**src/rtl/alu_pkg.sv**
```systemverilog
// rtl/alu_pkg.sv - shared opcodes, FSM states and flag indices for alu_seq
// Purpose: constants shared by alu_core, alu_seq and their testbench.
// Ports: none (package).
package alu_pkg;

   localparam logic [3:0] ALU_AND   = 4'd0;
   localparam logic [3:0] ALU_OR    = 4'd1;
   localparam logic [3:0] ALU_ADD   = 4'd2;
   localparam logic [3:0] ALU_SUB   = 4'd3;
   localparam logic [3:0] ALU_NOTA  = 4'd4;
   localparam logic [3:0] ALU_NOTB  = 4'd5;
   localparam logic [3:0] ALU_INC   = 4'd6;
   localparam logic [3:0] ALU_DEC   = 4'd7;
   localparam logic [3:0] ALU_SLL   = 4'd8;
   localparam logic [3:0] ALU_SRL   = 4'd9;
   localparam logic [3:0] ALU_SRA   = 4'd10;
   localparam logic [3:0] ALU_XOR   = 4'd11;
   localparam logic [3:0] ALU_SLT   = 4'd12;
   localparam logic [3:0] ALU_SLTU  = 4'd13;
   localparam logic [3:0] ALU_PASSA = 4'd14;
   localparam logic [3:0] ALU_RSVD  = 4'd15;

   typedef enum logic {
      ST_IDLE  = 1'b0,
      ST_SHIFT = 1'b1
   } state_t;

   localparam int FLAG_ZERO  = 0;
   localparam int FLAG_NEG   = 1;
   localparam int FLAG_CARRY = 2;
   localparam int FLAG_OVF   = 3;
   localparam int NUM_FLAGS  = 4;

   function automatic logic is_shift(input logic [3:0] op);
      return (op == ALU_SLL) || (op == ALU_SRL) || (op == ALU_SRA);
   endfunction

endpackage

```
**src/rtl/alu_core.sv**
```systemverilog
// rtl/alu_core.sv - combinational result/carry/overflow for single-cycle ALU ops
// Purpose: one-cycle datapath of alu_seq. Shift opcodes pass A through
//          unchanged (the zero-distance case); real shifts are iterated
//          by alu_seq.
// Ports:
//   a_i, b_i     operands
//   op_i         opcode
//   result_o     combinational result
//   carry_o      adder carry-out (ADD/SUB/INC/DEC), else 0
//   overflow_o   signed overflow (ADD/SUB/INC/DEC), else 0
module alu_core
   import alu_pkg::*;
#(
   parameter int WIDTH = 16
) (
   input  logic [WIDTH-1:0] a_i,
   input  logic [WIDTH-1:0] b_i,
   input  logic [3:0]       op_i,
   output logic [WIDTH-1:0] result_o,
   output logic             carry_o,
   output logic             overflow_o
);

   logic [WIDTH-1:0] add_y;
   logic             add_cin;
   logic [WIDTH:0]   sum;
   logic             is_arith;
   logic             slt_bit;
   logic             sltu_bit;

   // A single adder serves all four arithmetic ops: SUB is A+~B+1,
   // INC is A+0+1, DEC is A+all-ones (i.e. A-1 with carry = no borrow).
   always_comb begin
      add_y    = b_i;
      add_cin  = 1'b0;
      is_arith = 1'b1;
      case (op_i)
         ALU_ADD: begin add_y = b_i;          add_cin = 1'b0; end
         ALU_SUB: begin add_y = ~b_i;         add_cin = 1'b1; end
         ALU_INC: begin add_y = '0;           add_cin = 1'b1; end
         ALU_DEC: begin add_y = '1;           add_cin = 1'b0; end
         default: is_arith = 1'b0;
      endcase
   end

   assign sum      = {1'b0, a_i} + {1'b0, add_y} + {{WIDTH{1'b0}}, add_cin};
   assign slt_bit  = $signed(a_i) < $signed(b_i);
   assign sltu_bit = a_i < b_i;

   always_comb begin
      result_o   = '0;
      carry_o    = 1'b0;
      overflow_o = 1'b0;
      case (op_i)
         ALU_AND:   result_o = a_i & b_i;
         ALU_OR:    result_o = a_i | b_i;
         ALU_XOR:   result_o = a_i ^ b_i;
         ALU_NOTA:  result_o = ~a_i;
         ALU_NOTB:  result_o = ~b_i;
         ALU_PASSA: result_o = a_i;
         ALU_SLL, ALU_SRL, ALU_SRA: result_o = a_i;
         ALU_SLT:   result_o = {{(WIDTH-1){1'b0}}, slt_bit};
         ALU_SLTU:  result_o = {{(WIDTH-1){1'b0}}, sltu_bit};
         ALU_RSVD:  result_o = '0;
         default:   result_o = sum[WIDTH-1:0];
      endcase
      if (is_arith) begin
         carry_o    = sum[WIDTH];
         // Same-sign inputs to the adder producing a different-sign sum.
         overflow_o = (a_i[WIDTH-1] == add_y[WIDTH-1]) &&
                      (sum[WIDTH-1] != a_i[WIDTH-1]);
      end
   end

endmodule

```
**src/rtl/alu_seq.sv**
```systemverilog
// rtl/alu_seq.sv - handshaked ALU with iterative shifter and output register
// Purpose: accepts one op per cycle, holds result/flags until consumed,
//          and runs non-zero shifts one bit per cycle.
// Ports:
//   clk, rst             clock, synchronous active-high reset
//   in_valid, in_ready   operation handshake (a, b, alu_ctrl)
//   out_valid, out_ready result handshake
//   result, zero, negative, carry, overflow   registered result and flags
//   busy                 iterative shift in progress
module alu_seq
   import alu_pkg::*;
#(
   parameter int WIDTH = 16
) (
   input  logic             clk,
   input  logic             rst,
   input  logic             in_valid,
   output logic             in_ready,
   input  logic [WIDTH-1:0] a,
   input  logic [WIDTH-1:0] b,
   input  logic [3:0]       alu_ctrl,
   output logic             out_valid,
   input  logic             out_ready,
   output logic [WIDTH-1:0] result,
   output logic             zero,
   output logic             negative,
   output logic             carry,
   output logic             overflow,
   output logic             busy
);

   localparam int SHW = $clog2(WIDTH);

   state_t               state_q;
   logic [3:0]           op_q;
   logic [SHW-1:0]       cnt_q;
   logic [WIDTH-1:0]     work_q, work_d;
   logic                 sout_d;
   logic [WIDTH-1:0]     result_q;
   logic [NUM_FLAGS-1:0] flags_q, flags_d, shflags_d;
   logic                 out_valid_q;

   logic [WIDTH-1:0]     core_res;
   logic                 core_c, core_v;
   logic [SHW-1:0]       shamt;
   logic                 accept;

   alu_core #(.WIDTH(WIDTH)) u_core (
      .a_i        (a),
      .b_i        (b),
      .op_i       (alu_ctrl),
      .result_o   (core_res),
      .carry_o    (core_c),
      .overflow_o (core_v)
   );

   assign shamt    = b[SHW-1:0];
   assign in_ready = (state_q == ST_IDLE) && (!out_valid_q || out_ready);
   assign accept   = in_valid && in_ready;

   // One-bit shift step; sout_d is the bit leaving the word this cycle.
   always_comb begin
      work_d = work_q;
      sout_d = 1'b0;
      case (op_q)
         ALU_SLL: begin work_d = {work_q[WIDTH-2:0], 1'b0};     sout_d = work_q[WIDTH-1]; end
         ALU_SRL: begin work_d = {1'b0, work_q[WIDTH-1:1]};     sout_d = work_q[0];       end
         default: begin work_d = {work_q[WIDTH-1], work_q[WIDTH-1:1]}; sout_d = work_q[0]; end
      endcase
   end

   always_comb begin
      flags_d = '0;
      if (alu_ctrl != ALU_RSVD) begin
         flags_d[FLAG_ZERO]  = (core_res == '0);
         flags_d[FLAG_NEG]   = core_res[WIDTH-1];
         flags_d[FLAG_CARRY] = core_c;
         flags_d[FLAG_OVF]   = core_v;
      end
      shflags_d             = '0;
      shflags_d[FLAG_ZERO]  = (work_d == '0);
      shflags_d[FLAG_NEG]   = work_d[WIDTH-1];
      shflags_d[FLAG_CARRY] = sout_d;
   end

   always_ff @(posedge clk) begin
      if (rst) begin
         state_q     <= ST_IDLE;
         op_q        <= '0;
         cnt_q       <= '0;
         work_q      <= '0;
         result_q    <= '0;
         flags_q     <= '0;
         out_valid_q <= 1'b0;
      end else begin
         // Consumed results drop out_valid unless a new one loads below.
         if (out_ready) out_valid_q <= 1'b0;
         case (state_q)
            ST_IDLE: begin
               if (accept) begin
                  if (is_shift(alu_ctrl) && (shamt != '0)) begin
                     op_q    <= alu_ctrl;
                     work_q  <= a;
                     cnt_q   <= shamt;
                     state_q <= ST_SHIFT;
                  end else begin
                     result_q    <= core_res;
                     flags_q     <= flags_d;
                     out_valid_q <= 1'b1;
                  end
               end
            end
            ST_SHIFT: begin
               work_q <= work_d;
               cnt_q  <= cnt_q - SHW'(1);
               // Output slot is already free: acceptance required it.
               if (cnt_q == SHW'(1)) begin
                  result_q    <= work_d;
                  flags_q     <= shflags_d;
                  out_valid_q <= 1'b1;
                  state_q     <= ST_IDLE;
               end
            end
            default: state_q <= ST_IDLE;
         endcase
      end
   end

   assign out_valid = out_valid_q;
   assign result    = result_q;
   assign zero      = flags_q[FLAG_ZERO];
   assign negative  = flags_q[FLAG_NEG];
   assign carry     = flags_q[FLAG_CARRY];
   assign overflow  = flags_q[FLAG_OVF];
   assign busy      = (state_q == ST_SHIFT);

endmodule

```
**config.mk**
```make
export PLATFORM = sky130hd
export DESIGN_NAME = alu_seq
export DESIGN_NICKNAME = d
export VERILOG_FILES = /design/src/rtl/alu_pkg.sv /design/src/rtl/alu_core.sv /design/src/rtl/alu_seq.sv
export SDC_FILE = /design/constraint.sdc
export NUM_CORES = 1
export LEC_CHECK = 0
export CAP_MARGIN = 25
export CORE_MARGIN = 10
export CORE_UTILIZATION = 58
export DETAILED_ROUTE_END_ITERATION = 8
export PLACE_DENSITY = 0.92
export SLEW_MARGIN = 20
export SYNTH_ARGS = -nofsm -noshare
export SYNTH_HDL_FRONTEND = slang
export SYNTH_HIERARCHICAL = 1
export SYNTH_SLANG_ARGS = --single-unit
export TNS_END_PERCENT = 1
```
**constraint.sdc**
```tcl
create_clock -name clk -period 4.5 [get_ports clk]
set_input_delay 0.9 -clock clk [delete_from_list [all_inputs] [get_ports clk]]
set_output_delay 0.9 -clock clk [all_outputs]
set_load 0.005 [all_outputs]
```
==> results of run 1 <==
[final timing paths]
kind / startpoint / endpoint / cells past startpoint
hold / removal: cnt_q[1] / cnt_q[1] / 2
hold reg to reg: cnt_q[1] / cnt_q[1] / 2
setup reg to reg: busy / result[8] / 5
setup / recovery: alu_ctrl[1] / flags_q[0] / 16
[routing by layer]
layer | part of all wire (%) | GRT usage (%) | up-vias
met4 | 4.1 | 11.2 | 0
met3 | 9.3 | 5.39 | 66
met1 | 40 | 32.5 | 2782
li1 | - | - | 2741
met2 | 47 | 43.2 | 356
met5 | 0 | 0 | -
[per-stage QoR]
stage	std cells	TNS (ns)	power (mW)	instance area, um^2	hold slack, ns
after global placement	892	-0.0165	1.10	6370	0.462
final	901	0	1.47	6530	0.482
after floorplan	700	0	0.857	5430	0.449
after global routing	901	-0.0258	1.54	6530	0.515
after CTS	900	0	1.44	6480	0.477
after detailed placement	892	-0.0798	1.12	6370	0.464
[flip-flops by register name, indices dropped and copies added, names as in the netlist]
| name | count |
|---|---|
| work_q | 16 |
| flags_q | 4 |
| result | 16 |
| out_valid | 1 |
| cnt_q | 4 |
| op_q | 4 |
| busy | 1 |
[synthesized netlist by cell type, drive strengths merged (6+ instances only)]
cell type / instances / area [um^2]
nor2: 80 / 310
a21oi: 68 / 355
ha: 65 / 813
inv: 50 / 188
dfxtp: 46 / 921
nand2: 45 / 169
o21ai: 33 / 165
buf: 30 / 231
nand2b: 29 / 184
mux2i: 21 / 210
a211oi: 20 / 160
o22ai: 20 / 139
a31oi: 17 / 121
a221oi: 14 / 191
clkbuf: 14 / 53.8
nand3: 13 / 70.1
nor3: 12 / 65.1
nor4: 12 / 87.6
a22oi: 8 / 65.1
a21o: 6 / 45.0
a22o: 6 / 52.6
[area by class of cell]
cell class	instances	area (um^2)
timing repair buffer	125	1090
antenna	1	2.50
clock inverter	3	43.8
multi-input combinational	560	4080
clock buffer	5	68.8
sequential	46	921
fill	743	2630
tap	111	139
inverter	50	188
[where the power goes]
| group | total (mW) | switching [mW] | internal (mW) |
|---|---|---|---|
| Clock | 0.326 | 0.160 | 0.167 |
| Combinational | 0.686 | 0.373 | 0.312 |
| Sequential | 0.456 | 0.0227 | 0.433 |
| Total | 1.47 | 0.556 | 0.912 |
[cell families after synthesis]
kind of cell	share of synthesized area (%)
multiplexers	4.98
AND/OR/NAND/NOR	20.6
flip-flops	17.0
AO/OA/AOI/OAI	31.7
XOR/XNOR	1.29
adder cells (fa/ha/maj)	15.7
buffers and inverters	8.72
[repair_timing]
item                                    CTS  global route
endpoints found under the setup margin    0             1
endpoints found under the hold margin     0             0
gates resized for setup                   0            12
[critical path, stage by stage]
cell and delay, ns:
clkdlybuf4s50_1 0.54, inv_2 0.07, nor2_4 0.12, buf_4 0.20, o21ai_2 0.11, a22o_1 0.26
ha_1 0.32, a211oi_2 0.33, or2_2 0.19, nand2b_1 0.06, a21oi_1 0.19, xor2_1 0.16
o221ai_1 0.27, nor4_1 0.41, nand3_1 0.13, a311oi_2 0.26
==> run_results.csv, run 1 <==
group,metric,value,unit
floorplan,core_area,9150,um^2
detailed_routing,post_drt_wl_per_cell,20.4,um
logic_synthesis,synth-edff-count,0,
logic_synthesis,synth.net_count,807,
floorplan,design.die.area,13600,um^2
place,gp_routability_congestion,0.975,
floorplan,initial_core_util,59.3,%
logic_synthesis,synth.yosys.seq_area_share,17.0,%
floorplan,rows,35,
detailed_routing,vias,5945,
floorplan,die_height,117,um
global_routing,first_global_vias,5722,
place,dp_worst_setup_slack,-0.0798,ns
run_status,outcome,"complete, no violations",
sta,max_freq,232,MHz
detailed_routing,detail-route-antenna-nets,0,
run,drv_cap,0,
clocking,cts_h_tree_lvls,2,
clocking,postCtsSetupRepairBufs,0,
clocking,cts-buffers-inserted,5,
detailed_routing,drt-initial-drc-count,750,
sta,max_slew.worst_pin.slew,0.803,ns
setup_path,critical_path_class,"input pin to flip-flop",
detailed_routing,sum_of_routed_wire_length_over_all_layers,18.3,mm
clocking,postCtsHoldBufs,0,
setup_path,critPathCaptureType,"flip-flop",
logic_synthesis,asyncSetResetFlopFracSynth,0,%
pwr,power_density,225,nW/um^2
global_routing,grt_first_pass_wirelength,28.8,mm
layout,share_of_post_route_cells_with_drive_strength_above_1,16.3,%
sta,final-hold-violation-count,0,
global_routing,antenna_found_initial,1,
layout,area_delta_synth_final,20.3,%
global_routing,global_route.overflow_total,0,
detailed_routing,route.detailed.drc,0,
setup_path,critical_path_maximum_fanout,9,
worst_hold_path,hp-class,"flip-flop to flip-flop",
logic_synthesis,unique_masters_post_synth,83,
clocking,cts.root.buffer_cell,"clkbuf_8",
layout,layout.core_utilization,71.3,%
sta,final.setup_skew,0.0116,ns
pwr,power_leakage,2.67,nW
logic_synthesis,synth_warnings,6,
floorplan,die_w,117,um
clocking,clock_path_buffers,2,
place,detailedPlacementHpwl,14.0,mm
detailed_routing,firstDrtPassIters,5,
place,port_buffers,62,
pwr,max_vdd_drop,0.187,mV
setup_path,worst-r2r-setup-slack,1.69,ns
layout,fin_nets,895,
sta,setup_slack,0.198,ns
logic_synthesis,synth_cells,700,
sta,timing.max_slew.rel_slack,46.4,%
layout,most_common_library_cell_in_the_layout_ignoring_fill_and_taps,"nor2_1",
clocking,cts_tree,"yes",
logic_synthesis,synthesis.area,5430,um^2
logic_synthesis,dominant_register_cell_in_the_synthesized_netlist,"dfxtp_1",
sta,timing.final.max_slew_violations,0,
sta,timing.final.setup_violations,0,
clocking,cts.clk_slew.worst_paths,0.09,ns
clocking,source_to_sink_clock_delay_at_the_later_pin_of_the_worst_skew_pair,0.32,ns
layout,final_cell_mix,"nor2_1, a21oi_1, ha_1, buf_4, clkdlybuf4s50_1",
floorplan,io-pin-count,63,
clocking,tritoncts_num_sinks,46,
global_routing,largest_net_degree_at_the_start_of_global_routing,39,
setup_path,required,4.73,ns
setup_path,data_arrival_time_of_the_critical_path,4.53,ns
logic_synthesis,synth-seq-cells,46,
sta,fraction_of_the_cycle_the_final_worst_path_needs,95.6,%
logic_synthesis,syn_area_per_cell,7.75,um^2
global_routing,grt.total_usage,26.3,%
sta,final.min_clock_period,4.30,ns
detailed_routing,route.detailed.vias_per_inst,6.60,
setup_path,sort_of_element_at_the_start_of_the_critical_path,"input pin",
(Power assumes the default switching activity.)
==> run 2: changes to the inputs <==
--- a/config.mk
+++ b/config.mk
@@ -5,9 +5,11 @@
 export SDC_FILE = /design/constraint.sdc
 export NUM_CORES = 1
 export LEC_CHECK = 0
+export ABC_CLOCK_PERIOD_IN_PS = 4500
 export CAP_MARGIN = 25
-export CORE_MARGIN = 10
+export CORE_MARGIN = 8
 export CORE_UTILIZATION = 58
+export CTS_CLUSTER_SIZE = 10
 export DETAILED_ROUTE_END_ITERATION = 8
 export PLACE_DENSITY = 0.92
 export SLEW_MARGIN = 20
==> run_results.csv, run 2 (synthesized netlist as in run 1, its figures left out) <==
group,metric,value,unit
run_status,outcome,"complete, no violations",
sta,hold_ws,0.486,ns
floorplan,core_area,9150,um^2
run,drv_cap,0,
sta,final.min_clock_period,4.32,ns
setup_path,required,4.71,ns
sta,max_slew.worst_pin.slew,0.892,ns
clocking,source_to_sink_clock_delay_at_the_later_pin_of_the_worst_skew_pair,0.30,ns
detailed_routing,route.detailed.drc,0,
layout,final.fill_count,735,
detailed_routing,vias,5929,
global_routing,antenna_found_initial,0,
global_routing,grt.total_usage,27.5,%
layout,fin_nets,890,
floorplan,die_height,113,um
pwr,max_vdd_drop,0.170,mV
sta,final.setup_skew,0.0109,ns
pwr,power_density,215,nW/um^2
sta,timing.final.setup_violations,0,
global_routing,first_global_vias,5613,
clocking,tritoncts_num_sinks,46,
place,gp_routability_congestion,0.994,
detailed_routing,firstDrtPassIters,5,
setup_path,critical_path_class,"input pin to flip-flop",
detailed_routing,drt-initial-drc-count,587,
clocking,clock_path_buffers,2,
place,detailedPlacementHpwl,13.8,mm
global_routing,global_route.overflow_total,0,
layout,finalInstanceArea,6460,um^2
clocking,cts.clk_slew.worst_paths,0.09,ns
detailed_routing,detail-route-antenna-nets,0,
layout,final_cell_mix,"nor2_1, a21oi_1, ha_1, clkdlybuf4s50_1, buf_4",
floorplan,die_w,113,um
setup_path,data_arrival_time_of_the_critical_path,4.53,ns
floorplan,design.die.area,12700,um^2
place,placed_cells_incl_taps,887,
clocking,cts_h_tree_lvls,2,
setup_path,crit_path_top_delay_cell,"clkdlybuf4s50_1",
detailed_routing,sum_of_routed_wire_length_over_all_layers,18.1,mm
sta,fraction_of_the_cycle_the_final_worst_path_needs,96.0,%
clocking,postCtsSetupRepairBufs,0,
layout,finalNonFillerCells,895,
detailed_routing,post_drt_wl_per_cell,20.2,um
worst_hold_path,hp-class,"flip-flop to flip-flop",
place,dp_worst_setup_slack,-0.127,ns
clocking,postCtsHoldBufs,0,
sta,timing.final.max_slew_violations,0,
floorplan,initial_core_util,59.3,%
layout,layout.core_utilization,70.6,%
setup_path,critPathCaptureType,"flip-flop",
global_routing,largest_net_degree_at_the_start_of_global_routing,37,
layout,share_of_post_route_cells_with_drive_strength_above_1,14.9,%
global_routing,grt_first_pass_wirelength,28.8,mm
setup_path,cpPeakStageDelay,0.49,ns
floorplan,rows,35,
setup_path,worst_path_most_repeated_cell,"fa_1",
layout,antenna_cells,0,
setup_path,critical-path-top-delay-family,"compound AO/OA/AOI/OAI gates",
pwr,totalPowerFinal,1.39,mW
setup_path,sort_of_element_at_the_start_of_the_critical_path,"input pin",
setup_path,critical_path_maximum_fanout,4,
sta,rsz_0062_raised_after_global_routing,"no",
clocking,cts-buffers-inserted,5,
pwr,power_leakage,2.63,nW
clocking,cts_tree,"yes",
detailed_routing,route.detailed.vias_per_inst,6.62,
layout,area_delta_synth_final,19.1,%
place,placement.cell_area,6340,um^2
setup_path,worstPathBufferInverterCount,3,
sta,setup_slack,0.181,ns
place,port_buffers,62,
sta,tns,0,ns
clocking,cts.root.buffer_cell,"clkbuf_8",
sta,max_freq,232,MHz
layout,most_common_library_cell_in_the_layout_ignoring_fill_and_taps,"nor2_1",
sta,final-hold-violation-count,0,
floorplan,io-pin-count,63,
sta,timing.max_slew.rel_slack,40.3,%
setup_path,timing.critical_path.cells,"clkdlybuf4s50_1, or2b_1, buf_4, a21oi_1, fa_1, inv_1, fa_1, nand2b_1, a211oi_2, o31ai_4, a21oi_4, xnor2_1, a22oi_2, nor4_1, and3_1, nand3_1, a311oi_2",
run 2: cell count changes in the layout (fill, tap and decap cells not counted), moves of 2 or more:
cell / previous run / this run
buf_4: 63 / 57
o21ai_0: 27 / 29
nor4_2: 3 / 5
o21ai_2: 2 / 0
nor4_1: 9 / 7
run 2: worst reg2reg max path, cell delays in order (launching register included):
cell and delay [ns]:
dfxtp_1 0.57, inv_2 0.61, nand3_1 0.33, o22ai_4 0.76, nand2b_2 0.34, o22ai_1 0.28
run 2: power by group:
| group | total [mW] | internal [mW] | switching [mW] |
|---|---|---|---|
| logic | 0.675 | 0.306 | 0.369 |
| registers | 0.457 | 0.433 | 0.0237 |
| clock network | 0.255 | 0.110 | 0.145 |
| total | 1.39 | 0.849 | 0.538 |
run 2: area by class of cell:
class	instances	area (um^2)	share of cell area, %
Multi-Input combinational cell	560	4060	62.9
Timing Repair Buffer	120	1070	16.5
Sequential cell	46	921	14.2
Inverter	50	188	2.90
Tap cell	111	139	2.15
Clock buffer	6	72.6	1.12
Clock inverter	2	13.8	0.213
run 2: worst paths after layout:
kind	startpoint	to	slack (ns)	cells past startpoint
max reg2reg	busy	result[8]	1.54	5
max	alu_ctrl[2]	flags_q[0]	0.18	17
min	cnt_q[1]	cnt_q[1]	0.49	2
min reg2reg	cnt_q[1]	cnt_q[1]	0.49	2
run 2: per-layer routing:
| metal | wire [um] | GRT usage (%) | part of all wire [%] | up-vias |
|---|---|---|---|---|
| met5 | 0 | 0 | 0 | - |
| met4 | 801 | 12.6 | 4.4 | 0 |
| met3 | 1760 | 4.47 | 9.7 | 68 |
| met2 | 8250 | 45.0 | 46 | 351 |
| met1 | 7290 | 34.8 | 40 | 2783 |
| li1 | - | - | - | 2727 |
run 2: what timing repair did:
action | in CTS | in global routing
setup endpoints to repair | 0 | 1
endpoints found under the hold margin | 0 | 0
gates resized for setup | 0 | 6
==> run 3: changes to the inputs <==
--- a/config.mk
+++ b/config.mk
@@ -12,7 +12,6 @@
 export CTS_CLUSTER_SIZE = 10
 export DETAILED_ROUTE_END_ITERATION = 8
 export PLACE_DENSITY = 0.92
-export SLEW_MARGIN = 20
 export SYNTH_ARGS = -nofsm -noshare
 export SYNTH_HDL_FRONTEND = slang
 export SYNTH_HIERARCHICAL = 1
==> results of run 3 <==
Final layout, timing and power as in run 2 (identical DEF).
